===== src/rtl/cv32e40p_apu_core_pkg.sv =====
// Shared types for the APU dispatcher: latency classes and the queue entry layout.
package cv32e40p_apu_core_pkg;

   localparam int APU_WADDR_W = 6;

   typedef enum logic [1:0] {
      LAT_SINGLE = 2'd0,
      LAT_TWO    = 2'd1,
      LAT_MULTI  = 2'd2,
      LAT_LONG   = 2'd3
   } apu_lat_e;

   typedef struct packed {
      logic [APU_WADDR_W-1:0] waddr;
      apu_lat_e               lat;
      logic                   valid;
   } apu_entry_t;

endpackage


===== src/rtl/cv32e40p_apu_hazard_cmp.sv =====
// Matches a list of register addresses against the destinations of the valid
// in-flight queue entries. Address 0 never matches.
module cv32e40p_apu_hazard_cmp #(
   parameter int N      = 3,
   parameter int ADDR_W = 6,
   parameter int DEPTH  = 4
) (
   input  logic [N-1:0][ADDR_W-1:0]     regs,
   input  logic [N-1:0]                 regs_valid,
   input  logic [DEPTH-1:0][ADDR_W-1:0] entry_waddr,
   input  logic [DEPTH-1:0]             entry_valid,
   output logic                         match
);

   // Any valid source/destination equal to any live entry destination
   always_comb begin
      match = 1'b0;
      for (int e = 0; e < DEPTH; e++) begin
         for (int s = 0; s < N; s++) begin
            if (entry_valid[e] && regs_valid[s] && (regs[s] != '0) &&
                (regs[s] == entry_waddr[e]))
               match = 1'b1;
         end
      end
   end

endmodule


===== src/rtl/cv32e40p_apu_disp_q.sv =====
// In-order APU dispatcher with a DEPTH-entry request queue. Granted requests
// record their destination and latency class; results return in order and
// are paired with the oldest entry.
//
// Handshake: apu_req_o is a valid; apu_gnt_i is its ready. A transfer (push)
// happens in any cycle where both are high. While req is high without grant
// the presented instruction must be held stable. apu_rvalid_i is an
// unconditional in-order response; it always pops the head when one exists.
module cv32e40p_apu_disp_q
   import cv32e40p_apu_core_pkg::*;
#(
   parameter int DEPTH  = 4,
   parameter int ADDR_W = 6,
   parameter int NREAD  = 3,
   parameter int NWRITE = 2,
   parameter int LAT_W  = 2
) (
   input  logic                          clk,
   input  logic                          rst,
   input  logic                          enable_i,
   input  logic [ADDR_W-1:0]             apu_waddr_i,
   input  logic [LAT_W-1:0]              apu_lat_i,
   input  logic                          is_decoding_i,
   input  logic [NREAD-1:0][ADDR_W-1:0]  read_regs_i,
   input  logic [NREAD-1:0]              read_regs_valid_i,
   input  logic [NWRITE-1:0][ADDR_W-1:0] write_regs_i,
   input  logic [NWRITE-1:0]             write_regs_valid_i,
   output logic                          apu_req_o,
   input  logic                          apu_gnt_i,
   input  logic                          apu_rvalid_i,
   output logic [ADDR_W-1:0]             apu_waddr_o,
   output logic                          apu_singlecycle_o,
   output logic                          apu_multicycle_o,
   output logic                          read_dep_o,
   output logic                          write_dep_o,
   output logic                          stall_o,
   output logic                          active_o,
   output logic [$clog2(DEPTH):0]        count_o,
   output logic                          perf_type_o,
   output logic                          perf_cont_o,
   output logic                          err_o
);

   localparam int PTR_W = $clog2(DEPTH);
   localparam int CNT_W = PTR_W + 1;

   apu_entry_t              q [DEPTH];
   logic [PTR_W-1:0]        rd_ptr;
   logic [PTR_W-1:0]        wr_ptr;
   logic [CNT_W-1:0]        count;
   logic                    err;

   logic                    full;
   logic                    empty;
   logic                    push;
   logic                    pop;
   apu_entry_t              head;
   logic [DEPTH-1:0][ADDR_W-1:0] live_waddr;
   logic [DEPTH-1:0]        live_valid;
   logic                    rd_match;
   logic                    wr_match;

   assign full  = (count == CNT_W'(DEPTH));
   assign empty = (count == '0);
   // A same-cycle pop frees a slot, so rvalid can unblock a full queue.
   assign apu_req_o = enable_i & (~full | apu_rvalid_i);
   assign push      = apu_req_o & apu_gnt_i;
   assign pop       = apu_rvalid_i & ~empty;

   assign stall_o     = enable_i & ~push;
   assign perf_type_o = enable_i & full & ~apu_rvalid_i;
   assign perf_cont_o = apu_req_o & ~apu_gnt_i;

   assign head              = q[rd_ptr];
   assign apu_waddr_o       = empty ? '0 : ADDR_W'(head.waddr);
   assign apu_singlecycle_o = ~empty & (head.lat == LAT_SINGLE);
   assign apu_multicycle_o  = ~empty & ((head.lat == LAT_MULTI) | (head.lat == LAT_LONG));

   assign active_o = ~empty;
   assign count_o  = count;
   assign err_o    = err;

   // Live entries for hazards; the head popping now is forwarded by ID instead
   always_comb begin
      for (int i = 0; i < DEPTH; i++) begin
         live_waddr[i] = ADDR_W'(q[i].waddr);
         live_valid[i] = q[i].valid & ~(pop & (rd_ptr == PTR_W'(i)));
      end
   end

   cv32e40p_apu_hazard_cmp #(.N(NREAD), .ADDR_W(ADDR_W), .DEPTH(DEPTH)) u_read_cmp (
      .regs        (read_regs_i),
      .regs_valid  (read_regs_valid_i),
      .entry_waddr (live_waddr),
      .entry_valid (live_valid),
      .match       (rd_match)
   );

   cv32e40p_apu_hazard_cmp #(.N(NWRITE), .ADDR_W(ADDR_W), .DEPTH(DEPTH)) u_write_cmp (
      .regs        (write_regs_i),
      .regs_valid  (write_regs_valid_i),
      .entry_waddr (live_waddr),
      .entry_valid (live_valid),
      .match       (wr_match)
   );

   assign read_dep_o  = is_decoding_i & rd_match;
   assign write_dep_o = is_decoding_i & wr_match;

   // Queue storage, pointers, occupancy and the sticky error flag
   always_ff @(posedge clk) begin
      if (rst) begin
         for (int i = 0; i < DEPTH; i++) q[i] <= '0;
         rd_ptr <= '0;
         wr_ptr <= '0;
         count  <= '0;
         err    <= 1'b0;
      end else begin
         // Pop clears first so a push into the same slot (full queue) wins.
         if (pop) begin
            q[rd_ptr].valid <= 1'b0;
            rd_ptr          <= rd_ptr + 1'b1;
         end
         if (push) begin
            q[wr_ptr].waddr <= APU_WADDR_W'(apu_waddr_i);
            q[wr_ptr].lat   <= apu_lat_e'(apu_lat_i);
            q[wr_ptr].valid <= 1'b1;
            wr_ptr          <= wr_ptr + 1'b1;
         end
         case ({push, pop})
            2'b10:   count <= count + 1'b1;
            2'b01:   count <= count - 1'b1;
            default: count <= count;
         endcase
         if (apu_rvalid_i && empty) err <= 1'b1;
      end
   end

endmodule


===== config.mk =====
export PLATFORM = sky130hd
export DESIGN_NAME = cv32e40p_apu_disp_q
export DESIGN_NICKNAME = d
export VERILOG_FILES = /design/src/rtl/cv32e40p_apu_core_pkg.sv /design/src/rtl/cv32e40p_apu_hazard_cmp.sv /design/src/rtl/cv32e40p_apu_disp_q.sv
export SDC_FILE = /design/constraint.sdc
export NUM_CORES = 1
export LEC_CHECK = 0
export BUFFER_PORTS_ARGS = -buffer_cell sky130_fd_sc_hd__buf_4
export CAP_MARGIN = 20
export CORE_AREA = 8 8 93 95
export CTS_CLUSTER_SIZE = 25
export DETAILED_ROUTE_END_ITERATION = 10
export DIE_AREA = 0 0 101 103
export PLACE_DENSITY = 0.79
export SLEW_MARGIN = 10
export SYNTH_ARGS = -nofsm -noshare
export SYNTH_HDL_FRONTEND = slang
export SYNTH_SLANG_ARGS = --single-unit
export TNS_END_PERCENT = 100

===== constraint.sdc =====
create_clock -name clk -period 2.7 [get_ports clk]
set_clock_uncertainty 0.15 [all_clocks]
set_input_delay 0.405 -clock clk [delete_from_list [all_inputs] [get_ports clk]]
set_output_delay 0.405 -clock clk [all_outputs]
set_load 0.02 [all_outputs]

== Word level (Yosys, flattened, before mapping) ==
Memories as Yosys holds them, arrays and structs flattened. A register that Yosys moved wholly into a read port is not among the register bits.
Index checks and enable logic that the tools add are counted.
Cells by class
  $add $sub $neg: 4
  equal/unequal tests: 28
  multiplexer cells: 38
  bitwise logic cells: 30
  reduce and logical (&&, ||, !) cells: 72
Operator list (count)
  $eq 6x6->1: 20
  $logic_and 1x1->1: 61
  $reduce_bool 6->1: 5
  $mux 1: 29
  $and 1x1->1: 19
  $mux 9: 2
  $reduce_or 9->1: 2
  $eq 2x2->1 const B: 5
  $mux 2: 5
  $not 1->1: 9
  $mux 6: 1
  $pmux 3 s2: 1
  $add 2x1->2 const B: 2
  $eq 2x1->1 const B: 2
  $logic_not 2->1: 2
  $add 3x1->3 const B: 1
  $eq 3x3->1 const B: 1
  $logic_not 3->1: 1
  $sub 3x1->3 const B: 1
  $or 1x1->1: 2
  $reduce_bool 2->1: 1
Storage, ports and cells
  register bits: 8
  memory bits (writable): 36
  input bits: 49
  output and inout bits: 19
  memories: 1
Memory list
  q: depth 4, width 9, rd ports 5, clocked after Yosys merged registers in 1, write ports 4, RTL line cv32e40p_apu_disp_q.sv:47  | apu_entry_t q [DEPTH];

== Logic depth before layout (Yosys ltp) ==
Gate-level depths: netlist (run 1).
  depth after elaboration: 22
  gate-level depth with buffers: 10
  mapped depth without buffers: 9

== Cells and area by module ==
Synthesis (run 1) repeated with hierarchy kept, for this count alone.
Second synthesis, totals
  cells, all modules: 394
  area total of the unflattened synthesis: 3860.0 µm²
Modules (own cells, without submodules)
  cv32e40p_apu_disp_q: times used 1, cells an instance 177, area an instance 2224.6 µm²
  cv32e40p_apu_hazard_cmp (u_read_cmp): times used 1, cells an instance 129, area an instance 977.2 µm²
  cv32e40p_apu_hazard_cmp (u_write_cmp): times used 1, cells an instance 88, area an instance 658.1 µm²

== Worst setup path before layout (run 1) ==
Ideal clock, no wire load.
  kind: flip-flop to flip-flop
  start: register count[0] (netlist: count_o[0])
  end: register count[2] (netlist: count_o[2])
  arrival time: 2.388 ns
  data required time: 2.479 ns
  path slack: 0.091 ns
  cell stages (with the launch flop): 11
  buffers on the path: 1
  cell sequence: dfxtp_1 > nor3_4 > inv_2 > and2_1 > clkbuf_1 > ha_1 > inv_1 > fa_1 > xor2_1 > or3_1 > a21oi_1
On the way
  elaborated cells on any way between the ends: 14
  classes of those cells: add/sub (2); eq/ne (3); mux (1); bitwise (6); reduce/logical (2)
RTL lines
  start: declaration: RTL line cv32e40p_apu_disp_q.sv:50  | logic [CNT_W-1:0] count;
  start signal: assignment: RTL line cv32e40p_apu_disp_q.sv:131  | 2'b10: count <= count + 1'b1;
  start signal: assignment: RTL line cv32e40p_apu_disp_q.sv:132  | 2'b01: count <= count - 1'b1;
  start signal: assignment: RTL line cv32e40p_apu_disp_q.sv:133  | default: count <= count;
  $logic_not 3->1 (*): RTL line cv32e40p_apu_disp_q.sv:64  | assign empty = (count == '0);
  $not 1->1 (*)
  net active_o: RTL line cv32e40p_apu_disp_q.sv:37  | output logic active_o,
  $and 1x1->1 (*): RTL line cv32e40p_apu_disp_q.sv:68  | assign pop = apu_rvalid_i & ~empty;
  net pop: RTL line cv32e40p_apu_disp_q.sv:56  | logic pop;
  $eq 2x1->1 or $eq 2x2->1 (tied branches): RTL line cv32e40p_apu_disp_q.sv:130  | case ({push, pop})
  $pmux 3 s2 or $reduce_bool 2->1 (tied branches)
Mark *: on every way through the listed nets, which the timed path passes. The rest lies on a longest branch.
A chain may end at the register's enable or synchronous reset.

== Worst setup path in the final report (run 1) ==
  start: input read_regs_i[13] in the netlist's numbering
  end: output read_dep_o
On the way
  word-level cells in the longest chain between the ends: 14
  elaborated cells on any way between the ends: 24
  classes of those cells: eq/ne (4); mux (10); bitwise (1); reduce/logical (9)
RTL lines
  start: declaration: RTL line cv32e40p_apu_disp_q.sv:24  | input logic [NREAD-1:0][ADDR_W-1:0] read_regs_i,
  $reduce_bool 6->1: RTL line cv32e40p_apu_hazard_cmp.sv:20  | if (entry_valid[e] && regs_valid[s] && (regs[s] != '0) &&
  $logic_and 1x1->1 (2 in a row): RTL line cv32e40p_apu_hazard_cmp.sv:20
  $mux 1 (9 in a row): RTL line cv32e40p_apu_hazard_cmp.sv:20
  $mux 1 (*): RTL line cv32e40p_apu_hazard_cmp.sv:20
  $and 1x1->1 (*): RTL line cv32e40p_apu_disp_q.sv:107  | assign read_dep_o = is_decoding_i & rd_match;
  end: declaration: RTL line cv32e40p_apu_disp_q.sv:34  | output logic read_dep_o,
Mark *: on every way between the ends. The rest lies on a longest branch, timed or not.

==> results of run 1 <==
-- per-layer routing --
layer / vias up / global-route usage [%] / routed length [um] / share of wire, %
met4: 0 / 9.393 / 314 / 2.9
met2: 145 / 34.84 / 5198 / 49
met5: - / 0 / 0 / 0
met3: 26 / 4.524 / 870 / 8.1
li1: 1473 / - / - / -
met1: 1517 / 24.41 / 4319 / 40
-- final cells by class --
cell class	count	area [sq um]	area share, %
Clock buffer	5	68.82	1.480
Clock inverter	3	68.82	1.480
Multi-Input combinational cell	297	2462	52.96
Timing Repair Buffer	86	649.4	13.97
Tap cell	99	123.9	2.664
Inverter	9	33.78	0.7266
Sequential cell	46	1242	26.72
-- critical path: stages --
cell	delay, ns
buf_4	0.12
or4_4	0.54
o31ai_4	0.36
nor4_2	0.08
nor3_2	0.18
nor2_1	0.06
o31a_1	0.30
buf_4	0.16
-- cells in the final DEF, fill, tap and decap left out, drive strengths merged, types with 2 or more instances in the layout --
master | synthesis | final
a21oi | 6 | 6
a32o | 4 | 4
and2 | 10 | 10
and3 | 32 | 32
buf | 14 | 86
bufinv | 0 | 2
clkbuf | 48 | 5
dfxtp | 14 | 14
edfxtp | 32 | 32
ha | 9 | 9
inv | 9 | 9
mux4 | 8 | 8
nand2 | 15 | 15
nand3 | 5 | 5
nand4 | 20 | 20
nor2 | 14 | 14
nor2b | 2 | 2
nor3 | 7 | 7
nor4 | 19 | 19
o21ai | 4 | 4
o22ai | 2 | 2
o31ai | 5 | 5
or4 | 6 | 6
xnor2 | 82 | 82
xor2 | 42 | 42
-- path summary, 6_finish.rpt --
check / end / slack (ns) / cells past startpoint
max: read_dep_o / -0.07 / 8
min reg2reg: err_o / 0.34 / 2
max reg2reg: q[1][7] / 0.24 / 7
min: rd_ptr[0] / 0.21 / 2
-- registers in the layout (all words and copies together) (netlist names), named ones only --
register	flops
count_o	3
err_o	1
q	36
rd_ptr	2
wr_ptr	2
-- power groups by stage --
stage / sequential, mW / clock, mW / combinational, mW
after floorplan: 0.906 / 0 / 0.698
after global placement: 0.945 / 0 / 0.983
after detailed placement: 0.948 / 0 / 1.01
after CTS: 0.933 / 0.603 / 1.02
after global routing: 0.942 / 0.630 / 1.21
final: 0.932 / 0.597 / 1.12
-- cell families after synthesis --
| logic type | synth area share, % |
|---|---|
| AND/OR/NAND/NOR | 20.01 |
| XOR/XNOR | 27.40 |
| buffers and inverters | 8.396 |
| flip-flops | 31.31 |
| AO/OA/AOI/OAI | 4.987 |
| adder cells (fa/ha/maj) | 3.346 |
| multiplexers | 4.545 |
-- repair_timing --
item	CTS	global route
setup buffers	1	7
pin swaps	1	12
resized for setup	2	15
endpoints found under the setup margin	2	35
==> results by group, run 1 <==
Clocking
  • Total CTS buffers: 5
  • H-tree Lvls: 2
  • # hold bufs at CTS: 0
  • CTS tree: done
  • Clock-pin transition on the worst setup and hold timing paths: approximately 0.08 ns
  • Clock tree root driver cell: clkbuf_8
  • Number of clock sinks: 46
  • Insertion delay to the later sink of the worst-skew pair: a little under 0.3 ns
  • Clk buf depth: 2

Synth
  • Largest area contributor in the netlist: edfxtp_1
  • Synth Cell Area: roughly 4000 sq um
  • Top area cells in the synthesized netlist: edfxtp_1, xnor2_1, xor2_1, dfxtp_1, and3_1
  • Flops & latches, synth: 46
  • Synth cell types: 42
  • Synth warnings: 0
  • Yosys top cell area share: around 24%
  • Commonest cells post-synth: xnor2_1, clkbuf_1, xor2_1
  • Prevailing post-synth register cell: edfxtp_1
  • Seq/Total Area, Yosys: a little under a third
  • Post-Syn Instances: between 400 and 500
  • Asr flop ratio synth: 0%
  • Most frequent cell after synthesis: xnor2_1
  • Avg Inst Size Synth: between 9 and 10 sq um
  • Post-synth EDFFs: 32
  • Syn Nets: approximately 470

Routing
  • Detailed-route via count: approximately 3200
  • Routed Antenna Nets: 0
  • WL final: 10.70 mm
  • DRC: 0
  • DR WL/cell: 19.64 um
  • DRT iter0 DRCs: roughly 180
  • DR vias/cell: a little under 6
  • DRT Pass-1 Iters: 4

Critical path
  • R2R Path Start: count_o[1]
  • Worst path arrival time: 2.21 ns
  • CP required: roughly 2.1 ns
  • CP Capture Type: output pin
  • CP max FO: 4
  • Startpoint Class: input port
  • Kind of critical path: input port to output pin
  • Crit path from: read_regs_i[13]

Placed design
  • RD Place Congestion: roughly 1.0
  • # port buffers: 67
  • Dpl cells: about 530
  • HPWL Detailed: roughly 8 mm
  • Area post-placement: ~4400 sq um
  • Pre-CTS setup slack: roughly 0.0010 ns

Finish
  • Ant diodes: 0
  • Layout Cells excl Fill: about 550
  • Share of layout cells above drive strength 1: 28.92%
  • Layout area overhead: 17.30%
  • Design Area, Final: roughly 4600 sq um
  • Core Util, Final: about two thirds
  • Filler Cells Inserted: 584
  • Final Net Count: 504

Timing
  • Post-route setup TNS: -0.06749 ns
  • Clock period minus worst slack: 2.767 ns
  • Crit share post-route: 102.5%
  • RSZ-0062 raised after global routing: true
  • Final setup margin: -0.06749 ns
  • Final hold violation count: 0
  • Setup violators final: 1
  • Worst Max-Slew Pin Slew: between 0.5 and 0.6 ns
  • Max-slew violation count: 0
  • Worst hold slack: around 0.21 ns
  • Highest clock rate: roughly 360 MHz
  • Slew headroom: 63.81%

Global route
  • Number of antenna violations at the first check in global routing: 0
  • Largest net degree at the start of global routing: 17
  • Total GRT Usage: ~21%
  • Vias in the first global route: 3124
  • Grt ovf: 0
  • First-pass GRT wire length: 16.39 mm

Floorplanning
  • Die area: around 10000 sq um
  • I/O Pins: 68
  • DIE HEIGHT: roughly 100 um
  • Die width: around 100 um
  • Initial Util: between 50% and 60%
  • Std cell rows: 31
  • Core area: between 7000 and 8000 sq um

Power
  • Pwr Total: 2.650 mW
  • Pwr dens: 570.0 nW/um^2
  • Gate power share: a little over two fifths
  • Sw Share: ~35%
  • Int Pwr: 1.733 mW
  • Clock power share: approximately 23%
  • Leak: 1.799 nW
  • Psw: between 0.9 and 1 mW
  • Peak supply drop: between 0.5 and 0.6 mV
  • Sequential Power Share: between 30% and 40%

Hold path
  • Critical hold path startpoint: rst
  • Min-delay worst type: input port to register

Run status
  • Outcome: complete, but fails checks
  • Failing checks: setup timing

Job
  • MaxCap Viol Count: 0
(Power assumes the default switching activity.)
==> inputs of run 2 (changes only) <==
GPL_TIMING_DRIVEN = 0   (was not set)
PLACE_DENSITY = 0.81   (was 0.79)
==> run 2 against run 1 <==
Net effect: the run now ends clean; combinational power about the same; non-clock buffer count up 14; fmax up 2.7%; clock power down 32%; sequential share of layout area down 0.50 points; global-route usage up 0.57 points.
==> results by group, run 2 (synthesis results as in run 1) <==
Run status
  • Outcome: completed

Timing
  • Slew headroom: 63.87% (about the same)
  • Setup violators final: 0 (-1)
  • Clock period minus worst slack: 2.696 ns (-0.07178 ns)
  • RSZ-0062 raised after global routing: true
  • Final hold violation count: 0 (unchanged)
  • Crit share post-route: 99.84% (-2.7 points)
  • Worst hold slack: 0.2513 ns (+0.03859 ns)
  • Max-slew violation count: 0 (unchanged)
  • Worst Max-Slew Pin Slew: 0.5412 ns (-0.001077 ns)
  • Highest clock rate: 371.0 MHz (+2.7%)
  • Final setup margin: 0.004293 ns (+0.07178 ns)
  • Post-route setup TNS: 0 ns (+0.06749 ns)

Finish
  • Max reg flops: 36 (unchanged)
  • Most common cell after layout, fill and taps aside: xnor2_1
  • Layout Cells excl Fill: 559 (+2.6%)
  • Final Net Count: 518 (+2.8%)
  • Reg with most FFs: q
  • Design Area, Final: 4742 sq um (+2.0%)
  • Core Util, Final: 66.44% (+1.3 points)
  • Share of layout cells above drive strength 1: 27.17% (-1.7 points)
  • Most frequent cells in the layout: xnor2_1, buf_4, xor2_1
  • Ant diodes: 0 (unchanged)
  • Layout area overhead: 19.63%

Critical path
  • Worst path arrival time: 2.14 ns (-0.07 ns)
  • Critical-path cell list: buf_2 -> or4_4 -> o31ai_4 -> buf_6 -> nor4_4 -> nor3_2 -> nor2_1 -> o31a_1 -> buf_6
  • Most used cell along the critical path: buf_6
  • CP max FO: 5 (+1)
  • CP top delay family: simple AND/OR/NAND/NOR gates
  • CP required: 2.14 ns (about the same)
  • Worst path bufs/invs: 3 (+1)
  • Slowest Stage Delay on Critical Path: 0.50 ns (-0.04 ns)
  • Kind of critical path: input port to output pin
  • CP Capture Type: output pin
  • Max stage delay cell, worst path: or4_4
  • Startpoint Class: input port

Routing
  • Detailed-route via count: 3310 (+4.7%)
  • DRC: 0 (unchanged)
  • Metal2 WL: 5.599 mm (+7.7%)
  • Routed Antenna Nets: 0 (unchanged)
  • DR WL/cell: 20.05 um (+2.1%)
  • Metal-1 WL: 4.368 mm (+1.1%)
  • WL final: 11.21 mm (+4.7%)
  • DR vias/cell: 5.921 (+2.1%)
  • Met3 routed wirelength: 876 um (+0.69%)
  • DRT iter0 DRCs: 150 (-14%)
  • Top sig layer: met4
  • DRT Pass-1 Iters: 5 (+1)

Floorplanning
  • Core area: 7137 sq um (unchanged)
  • Initial Util: 55.54% (unchanged)
  • Die area: 10400 sq um (unchanged)
  • DIE HEIGHT: 103 um (unchanged)
  • Std cell rows: 31 (unchanged)
  • I/O Pins: 68 (unchanged)
  • Die width: 101 um (unchanged)

Clocking
  • # hold bufs at CTS: 0 (unchanged)
  • H-tree Lvls: 2 (unchanged)
  • Total CTS buffers: 5 (unchanged)
  • Clock-pin transition on the worst setup and hold timing paths: 0.08 ns (about the same)
  • Insertion delay to the later sink of the worst-skew pair: 0.29 ns (about the same)
  • Clk buf depth: 2 (unchanged)
  • Number of clock sinks: 46 (unchanged)
  • Clock tree root driver cell: clkbuf_8
  • CTS tree: done

Global route
  • Number of antenna violations at the first check in global routing: 0 (unchanged)
  • First-pass GRT wire length: 17.10 mm (+4.3%)
  • Largest net degree at the start of global routing: 15 (-2)
  • Grt ovf: 0 (unchanged)
  • Vias in the first global route: 3393 (+8.6%)
  • Total GRT Usage: 21.12% (+0.57 points)

Placed design
  • Dpl cells: 550 (+4.0%)
  • Pre-CTS setup slack: -0.05525 ns (-0.05628 ns)
  • RD Place Congestion: 0.9484 (-4.9%)
  • HPWL Detailed: 8.266 mm (+5.0%)
  • Area post-placement: 4365 sq um (-0.20%)
  • # port buffers: 37 (-45%)

Power
  • Pwr Total: 2.476 mW (-6.6%)
  • Pwr dens: 522.2 nW/um^2 (-8.4%)
  • Peak supply drop: 0.5305 mV (-2.5%)
  • Leak: 1.800 nW (about the same)

Job
  • MaxCap Viol Count: 0 (unchanged)

Hold path
  • Min-delay worst type: input port to register
[run 2: worst reg2reg max path, stage by stage (launching register included)]
cell and delay [ns]:
dfxtp_1 0.47, nor3_4 0.08, buf_12 0.14, inv_4 0.10
and2_2 0.27, ha_1 0.22, inv_1 0.06, fa_1 0.38
xor2_1 0.17, or3_1 0.33, a21oi_1 0.17
[run 2: final cells by class]
class,instances,area (sq um)
multi-input cells,297,2525
fillers,553,2395
flip-flops and latches,46,1244
repair buffers,55,436.7
plain buffers,45,290.3
well taps,99,123.9
clock buffers,6,72.57
inverters,9,36.28
clock inverters,2,13.76
[run 2: routing by layer]
layer / track usage [%] / up-vias
met4: 11.23 / 0
met2: 36.53 / 175
met5: 0 / -
met1: 24.80 / 1595
met3: 3.241 / 33
li1: - / 1507
[run 2: final timing paths]
kind	start	to	slack [ns]	depth (start not counted)
worst max register to register	count_o[1]	count_o[2]	0.09	10
worst min register to register	err_o	err_o	0.35	2
worst min-delay path	apu_gnt_i	wr_ptr[1]	0.25	3
worst max-delay path	read_regs_i[3]	read_dep_o	0.004	9
[run 2: timing repair]
item,CTS,global route
resized for setup,19,43
setup buffers,1,17
setup endpoints to repair,4,35
pin swaps,4,14
[run 2: power by group]
part           internal, mW  total (mW)  leakage, nW  switching, mW
clock network         0.182       0.407       0.0413          0.225
logic                 0.539        1.13         1.31          0.590
registers             0.824       0.941        0.447          0.117
total                  1.54        2.48         1.80          0.932
